### src/rtl/dds_cfg_loader.sv
// dds_cfg_loader
//   Writer side of the DDS parameter-load interface. Accepts a valid/ready
//   stream of words ordered per channel as theta, delta, ampl. Each accepted
//   word is written to the DDS address/data port one cycle later. After
//   3*NUM_CH words the loader arms, then holds the DDS start line high.
//
// Ports
//   clk, a_rst_n  clock, asynchronous active-low reset
//   i_load        pulse: clear the DDS and begin a new load
//   i_stop        pulse: stop the DDS and return to idle (wins over i_load)
//   i_s_valid     stream word valid
//   o_s_ready     stream ready (high for the whole LOAD state)
//   i_s_data      stream word, passed to the DDS bit-exact
//   o_dds_rst     one-cycle DDS clear at the start of every load
//   o_dds_start   DDS start, high while running
//   o_dds_addrs   DDS FIFO select; IDLE_ADDR when no write is in flight
//   o_dds_data    DDS FIFO data; zero when no write is in flight
//   o_busy        high while clearing, loading or arming
//   o_done        one-cycle pulse on the first running cycle
module dds_cfg_loader #(
  parameter int                SIG_WIDTH = 16,
  parameter int                NUM_CH    = 8,
  parameter int                ADDR_W    = 9,
  parameter logic [ADDR_W-1:0] THETAS    = ADDR_W'(0),
  parameter logic [ADDR_W-1:0] DELTAS    = ADDR_W'(1),
  parameter logic [ADDR_W-1:0] AMPLS     = ADDR_W'(2),
  parameter logic [ADDR_W-1:0] IDLE_ADDR = {ADDR_W{1'b1}}
) (
  input  logic                        clk,
  input  logic                        a_rst_n,
  input  logic                        i_load,
  input  logic                        i_stop,
  input  logic                        i_s_valid,
  output logic                        o_s_ready,
  input  logic signed [SIG_WIDTH-1:0] i_s_data,
  output logic                        o_dds_rst,
  output logic                        o_dds_start,
  output logic        [ADDR_W-1:0]    o_dds_addrs,
  output logic signed [SIG_WIDTH-1:0] o_dds_data,
  output logic                        o_busy,
  output logic                        o_done
);

  localparam int CH_W = (NUM_CH > 1) ? $clog2(NUM_CH) : 1;
  localparam logic [CH_W-1:0] LAST_CH = CH_W'(NUM_CH - 1);

  typedef enum logic [2:0] {
    ST_IDLE = 3'd0,
    ST_CLR  = 3'd1,
    ST_LOAD = 3'd2,
    ST_ARM  = 3'd3,
    ST_RUN  = 3'd4
  } state_t;

  state_t                      state_q;
  state_t                      state_nx;
  logic        [1:0]           sel_q;
  logic        [CH_W-1:0]      chan_q;
  logic                        wr_p0;
  logic                        last_word_p0;
  logic        [ADDR_W-1:0]    addr_p1;
  logic signed [SIG_WIDTH-1:0] data_p1;
  logic                        done_p1;

  function automatic logic [ADDR_W-1:0] sel_addr(input logic [1:0] sel);
    case (sel)
      2'd0:    sel_addr = THETAS;
      2'd1:    sel_addr = DELTAS;
      default: sel_addr = AMPLS;
    endcase
  endfunction

  // An accepted word is only forwarded when no load/stop command arrives in
  // the same cycle; an aborted load never writes the word taken on the abort.
  assign wr_p0        = (state_q == ST_LOAD) && i_s_valid && !i_load && !i_stop;
  assign last_word_p0 = (sel_q == 2'd2) && (chan_q == LAST_CH);

  always_ff @(posedge clk or negedge a_rst_n) begin
    if (!a_rst_n) begin
      state_q <= ST_IDLE;
    end else begin
      state_q <= state_nx;
    end
  end

  always_comb begin
    state_nx = state_q;
    if (state_q == ST_IDLE) begin
      if (i_load) state_nx = ST_CLR;
    end else if (i_stop) begin
      state_nx = ST_IDLE;
    end else if (i_load) begin
      state_nx = ST_CLR;
    end else begin
      case (state_q)
        ST_CLR:  state_nx = ST_LOAD;
        ST_LOAD: if (wr_p0 && last_word_p0) state_nx = ST_ARM;
        ST_ARM:  state_nx = ST_RUN;
        default: state_nx = state_q;
      endcase
    end
  end

  always_comb begin
    o_s_ready   = (state_q == ST_LOAD);
    o_dds_rst   = (state_q == ST_CLR);
    o_dds_start = (state_q == ST_RUN);
    o_busy      = (state_q == ST_CLR) || (state_q == ST_LOAD) || (state_q == ST_ARM);
  end

  // ---- stage p0 -> p1: word/channel counters and registered write port ----
  always_ff @(posedge clk or negedge a_rst_n) begin
    if (!a_rst_n) begin
      sel_q   <= 2'd0;
      chan_q  <= '0;
      addr_p1 <= IDLE_ADDR;
      data_p1 <= '0;
      done_p1 <= 1'b0;
    end else begin
      if (state_q == ST_CLR) begin
        sel_q  <= 2'd0;
        chan_q <= '0;
      end else if (wr_p0) begin
        if (sel_q == 2'd2) begin
          sel_q  <= 2'd0;
          chan_q <= chan_q + CH_W'(1);
        end else begin
          sel_q <= sel_q + 2'd1;
        end
      end
      addr_p1 <= wr_p0 ? sel_addr(sel_q) : IDLE_ADDR;
      data_p1 <= wr_p0 ? i_s_data : '0;
      done_p1 <= (state_q == ST_ARM) && (state_nx == ST_RUN);
    end
  end

  assign o_dds_addrs = addr_p1;
  assign o_dds_data  = data_p1;
  assign o_done      = done_p1;

endmodule

### config.mk
export PLATFORM = sky130hd
export DESIGN_NAME = dds_cfg_loader
export DESIGN_NICKNAME = d
export VERILOG_FILES = /design/src/rtl/dds_cfg_loader.sv
export SDC_FILE = /design/constraint.sdc
export NUM_CORES = 1
export LEC_CHECK = 0
export CAP_MARGIN = 20
export CORE_MARGIN = 2
export CORE_UTILIZATION = 40
export CTS_BUF_LIST = sky130_fd_sc_hd__clkbuf_16
export CTS_CLUSTER_DIAMETER = 30
export DETAILED_ROUTE_END_ITERATION = 16
export GPL_ROUTABILITY_DRIVEN = 0
export MAX_ROUTING_LAYER = met4
export PLACE_DENSITY = 0.77
export SYNTH_ARGS = -nofsm -noshare
export SYNTH_HDL_FRONTEND = slang
export SYNTH_SLANG_ARGS = --single-unit
export TNS_END_PERCENT = 100
### constraint.sdc
create_clock -name clk -period 1.8 [get_ports clk]
set_clock_uncertainty 0.1 [all_clocks]
set_input_delay 0.18 -clock clk [delete_from_list [all_inputs] [get_ports clk]]
set_output_delay 0.18 -clock clk [all_outputs]
set_load 0.02 [all_outputs]
# Word level (Yosys, flattened, before mapping)
# Cells that the tools add are included.
totals:
  elab_cells: 46
  regBits: 34
op_classes:
  addsub: 2
  n_mux: 15
  n_eq_ne: 8
  reduce_logical: 15
op_table:
  columns: ["cell", "count"]
  rows:
  - ["$mux W3", 8]
  - ["$mux W16", 1]
  - ["$eq A3 B3 Y1 const B", 3]
  - ["$mux W9", 1]
  - ["$pmux W3 S3", 1]
  - ["$eq A3 B2 Y1 const B", 2]
  - ["$logic_and A1 B1 Y1", 6]
  - ["$mux W2", 3]
  - ["$pmux W2 S2", 1]
  - ["$reduce_bool A2 Y1", 2]
  - ["$add A3 B1 Y3 const B", 1]
  - ["$eq A3 B1 Y1 const B", 1]
  - ["$logic_not A3 Y1", 1]
  - ["$add A2 B1 Y2 const B", 1]
  - ["$eq A2 B1 Y1 const B", 1]
  - ["$eq A2 B2 Y1 const B", 1]
  - ["$logic_not A1 Y1", 2]
  - ["$logic_not A2 Y1", 1]
  - ["$logic_or A1 B1 Y1", 2]
  - ["$reduce_and A2 Y1", 1]

# Depth between registers and ports, before layout
logic_depth:
  depth_word: 12
  depth_mapped: 5
  ltp_nobuf: 4

# Least setup slack after synthesis
# Ideal clock, no wire load.
synth_timing:
  kind: "register to output"
  start: "reg state_q[2]"
  end: "out o_dds_rst"
  stages_incl_launch_ff: 5
  n_path_buf: 2
  arrival_ps: 1147
  required_ps: 1520
  setup_slack_ps: 373
  cell_sequence: "dfrtp_1 -> buf_2 -> or3b_1 -> clkbuf_1 -> inv_1"
synth_via:
  elab_chain_len: 1
synth_rtl:
  columns: ["item", "line_no", "rtl"]
  rows:
  - ["start, declared", "55", "state_t state_q;"]
  - ["start signal, assigned", "82", "state_q <= state_nx;"]
  - ["$eq A3 B1 Y1", "106", "o_dds_rst = (state_q == ST_CLR);"]
  - ["end, declared", "36", "output logic o_dds_rst,"]
# Every way passes these cells.

==> metrics.cfg <==
[power]
pwr-share-comb_pct=9.6
p_seq_share_pct=44.9
switching_share_pct=19.2
p_clk_share_pct=45.5
power_density_mw_per_mm2=798
ir_drop_mv=0.889
power.internal_uw=1150
p_switching_uw=273
leakage_uw=0.000895

[critical_path]
critical_path.endpoint=o_dds_addrs[5]
cp_max_fo=7
slowest_delay_ns=0.62
r2r_slack_ns=0.44
reg2regPathDepth=4
crit_start=o_dds_addrs[7]
crit_arrival_ns=1.46
crit_slowest_cell=clkdlybuf4s50_1
cp_num_buf_inv=1
required_ns=1.52
r2r_end=state_q[0]
timing.rr.start=state_q[1]
crit_type=flop to primary output
endpoint_kind=primary output
path_cells=clkdlybuf4s50_1
path_delay_family=buffers and inverters
cp-start-kind=flop
crit_cells=1

[grt]
antenna_found_initial=0
grt_max_degree=29
grt_pass1_wl_um=4180
grt_use_total_pct=16.9
grt_overflow=0
first_global_vias=935

[detailed_routing]
first_iter_violations=21
avgViaCountPerCell=5.12
drc=0
ant_nets=0
wl_per_cell_um=14.1
firstDrtPassIters=4
wl_um=2530
vias=917

[timing]
timing.fmax_ghz=0.573
finalSetupViolations=0
timing.slew.headroom_pct=77.6
finalMaxSlewViolations=0
finalHoldViolCount=0
worst_pin_slew_ns=0.331
period_share_pct=96.9
rsz0062_at_grt=no
period_minus_slack_ns=1.74
tns_ns=0

[final_layout]
drive_gt1_share_pct=11.5
layout.cells.non_filler=179
fin_nets=172
num_antenna_cells=0
multi_input_area_sq_um=364
final_util_pct=64.7
fillers=217
regArea_sq_um=704
syn_to_final_growth_pct=53.1

[place]
dpl.hpwl_um=1860
dp_cells=175
portBuffers=50

[die]
die_h_um=58.0
coreArea_sq_mm=0.00276
die_x_um=58.0
pin_count=51
initial_core_util_pct=42.2
die_area_sq_mm=0.00336
rows=19

[yosys]
synth_top_cell_by_area=dfrtp_1
yosysUniqueCellTypes=27
synth.avg_cell_area_sq_um=11.9
synth-edff-count=0
syn-num-nets=121
post_synth_most_frequent_cells=dfrtp_1, and3_1, buf_4, nand2_1, inv_1
synth-main-ff-cell=dfrtp_1
async_flop_share_pct=100
ys_top_cells_by_area=dfrtp_1, and3_1, dfstp_2, buf_4, mux2i_1
synth_top_area_share_pct=53.7
syn-cell-area_sq_mm=0.00116
yosysMostFrequentCell=dfrtp_1
netlist_instances=98
ys_warn_count=0
seq_area_frac_synth_pct=60.5
synth_seq_cells=28

[min_path]
hp-class=input port to async pin

[clock_network]
clock_latency_ns=0.26
cts.path.max_buffers=2
cts-root-buf=clkbuf_16
cts_setup_buffers=0
cts_buffers=3
path_clk_slew_ns=0.07
cts_tree=yes
cts_max_level=1
cts_sinks=28

[job]
drv_cap=0

[run_status]
status=complete, no violations

==> stage by stage <==
| stage | setup WS, ns | power [uW] | hold WS (ns) | cell area (sq um) |
|---|---|---|---|---|
| after global routing | 0.0139 | 1470 | 0.219 | 1780 |
| final | 0.0560 | 1420 | 0.195 | 1780 |
| after global placement | 0.0925 | 788 | 0.366 | 1680 |
| after CTS | 0.0434 | 1440 | 0.210 | 1780 |
| after floorplan | 0.373 | 701 | -0.216 | 1160 |
| after detailed placement | 0.0926 | 792 | 0.380 | 1680 |
==> state kept, by name, indices dropped and copies added (netlist names) <==
name / flops
o_dds_addrs: 3
sel_q: 2
state_q: 3
o_done: 1
o_dds_data: 16
chan_q: 3
==> metal layers <==
metal,part of all wire (%),track usage [%]
met5,0,-
met4,1.1,3.65
met3,5.7,4.24
met2,54,30.5
met1,39,18.6
==> worst min-delay path by stage <==
stage               startpoint  cells after the start        endpoint
CTS                    a_rst_n                      2        sel_q[1]
global route           a_rst_n                      2  o_dds_data[14]
detailed placement   chan_q[0]                      1       chan_q[0]
finish                 a_rst_n                      2  o_dds_data[13]
global placement     chan_q[0]                      1       chan_q[0]
floorplan              a_rst_n                      0       chan_q[0]
==> cell type report <==
type,instances,area share (%)
Sequential cell,28,39.5
Timing Repair Buffer,57,30.7
Multi-Input combinational cell,53,20.4
Clock buffer,3,4.21
Tap cell,31,2.18
Clock inverter,1,1.68
Inverter,6,1.26
==> cell families (layout without fill, tap and decap cells) <==
| group | count (synthesis) | after routing | share of synthesized area [%] |
|---|---|---|---|
| AOI/OAI and AO/OA | 7 | 7 | 4.19 |
| adders and majority gates | 2 | 2 | 2.15 |
| buffers and inverters | 17 | 67 | 8.27 |
| DFF | 28 | 28 | 60.5 |
| muxes | 4 | 4 | 3.44 |
| and+or+nand+nor | 40 | 40 | 21.5 |
==> worst register-to-register path: stages (launching register included) <==
cell and delay [ns]:
dfrtp_1 0.35, buf_4 0.15, and4b_1 0.21, nand3_1 0.22
o21ai_0 0.25
==> cells in the final DEF, fill, tap and decap left out, types with 2 or more instances in the layout <==
cell,instances
and2_1,2
and3_1,16
buf_4,7
clkbuf_16,3
clkdlybuf4s50_1,46
dfrtp_1,25
dfstp_2,3
dlygate4sd2_1,4
ha_1,2
inv_1,6
mux2i_1,4
nand2_1,8
nand3_1,2
nor2_1,4
nor3b_4,2
==> timing repair <==
action / CTS / global route
setup endpoints to repair: 4 / 0
resized for setup: 4 / 0
hold endpoints to repair: 0 / 0
hold buffers: 0 / 0
==> power groups by stage <==
stage	logic (uW)	clock network, uW	registers, uW
2_1_floorplan	48.2	0	653
3_3_place_gp	139	0	650
3_5_place_dp	142	0	650
4_1_cts	139	659	638
5_1_grt	150	681	639
6_report	137	648	639
Note: power is estimated with default switching activity, not from simulation.
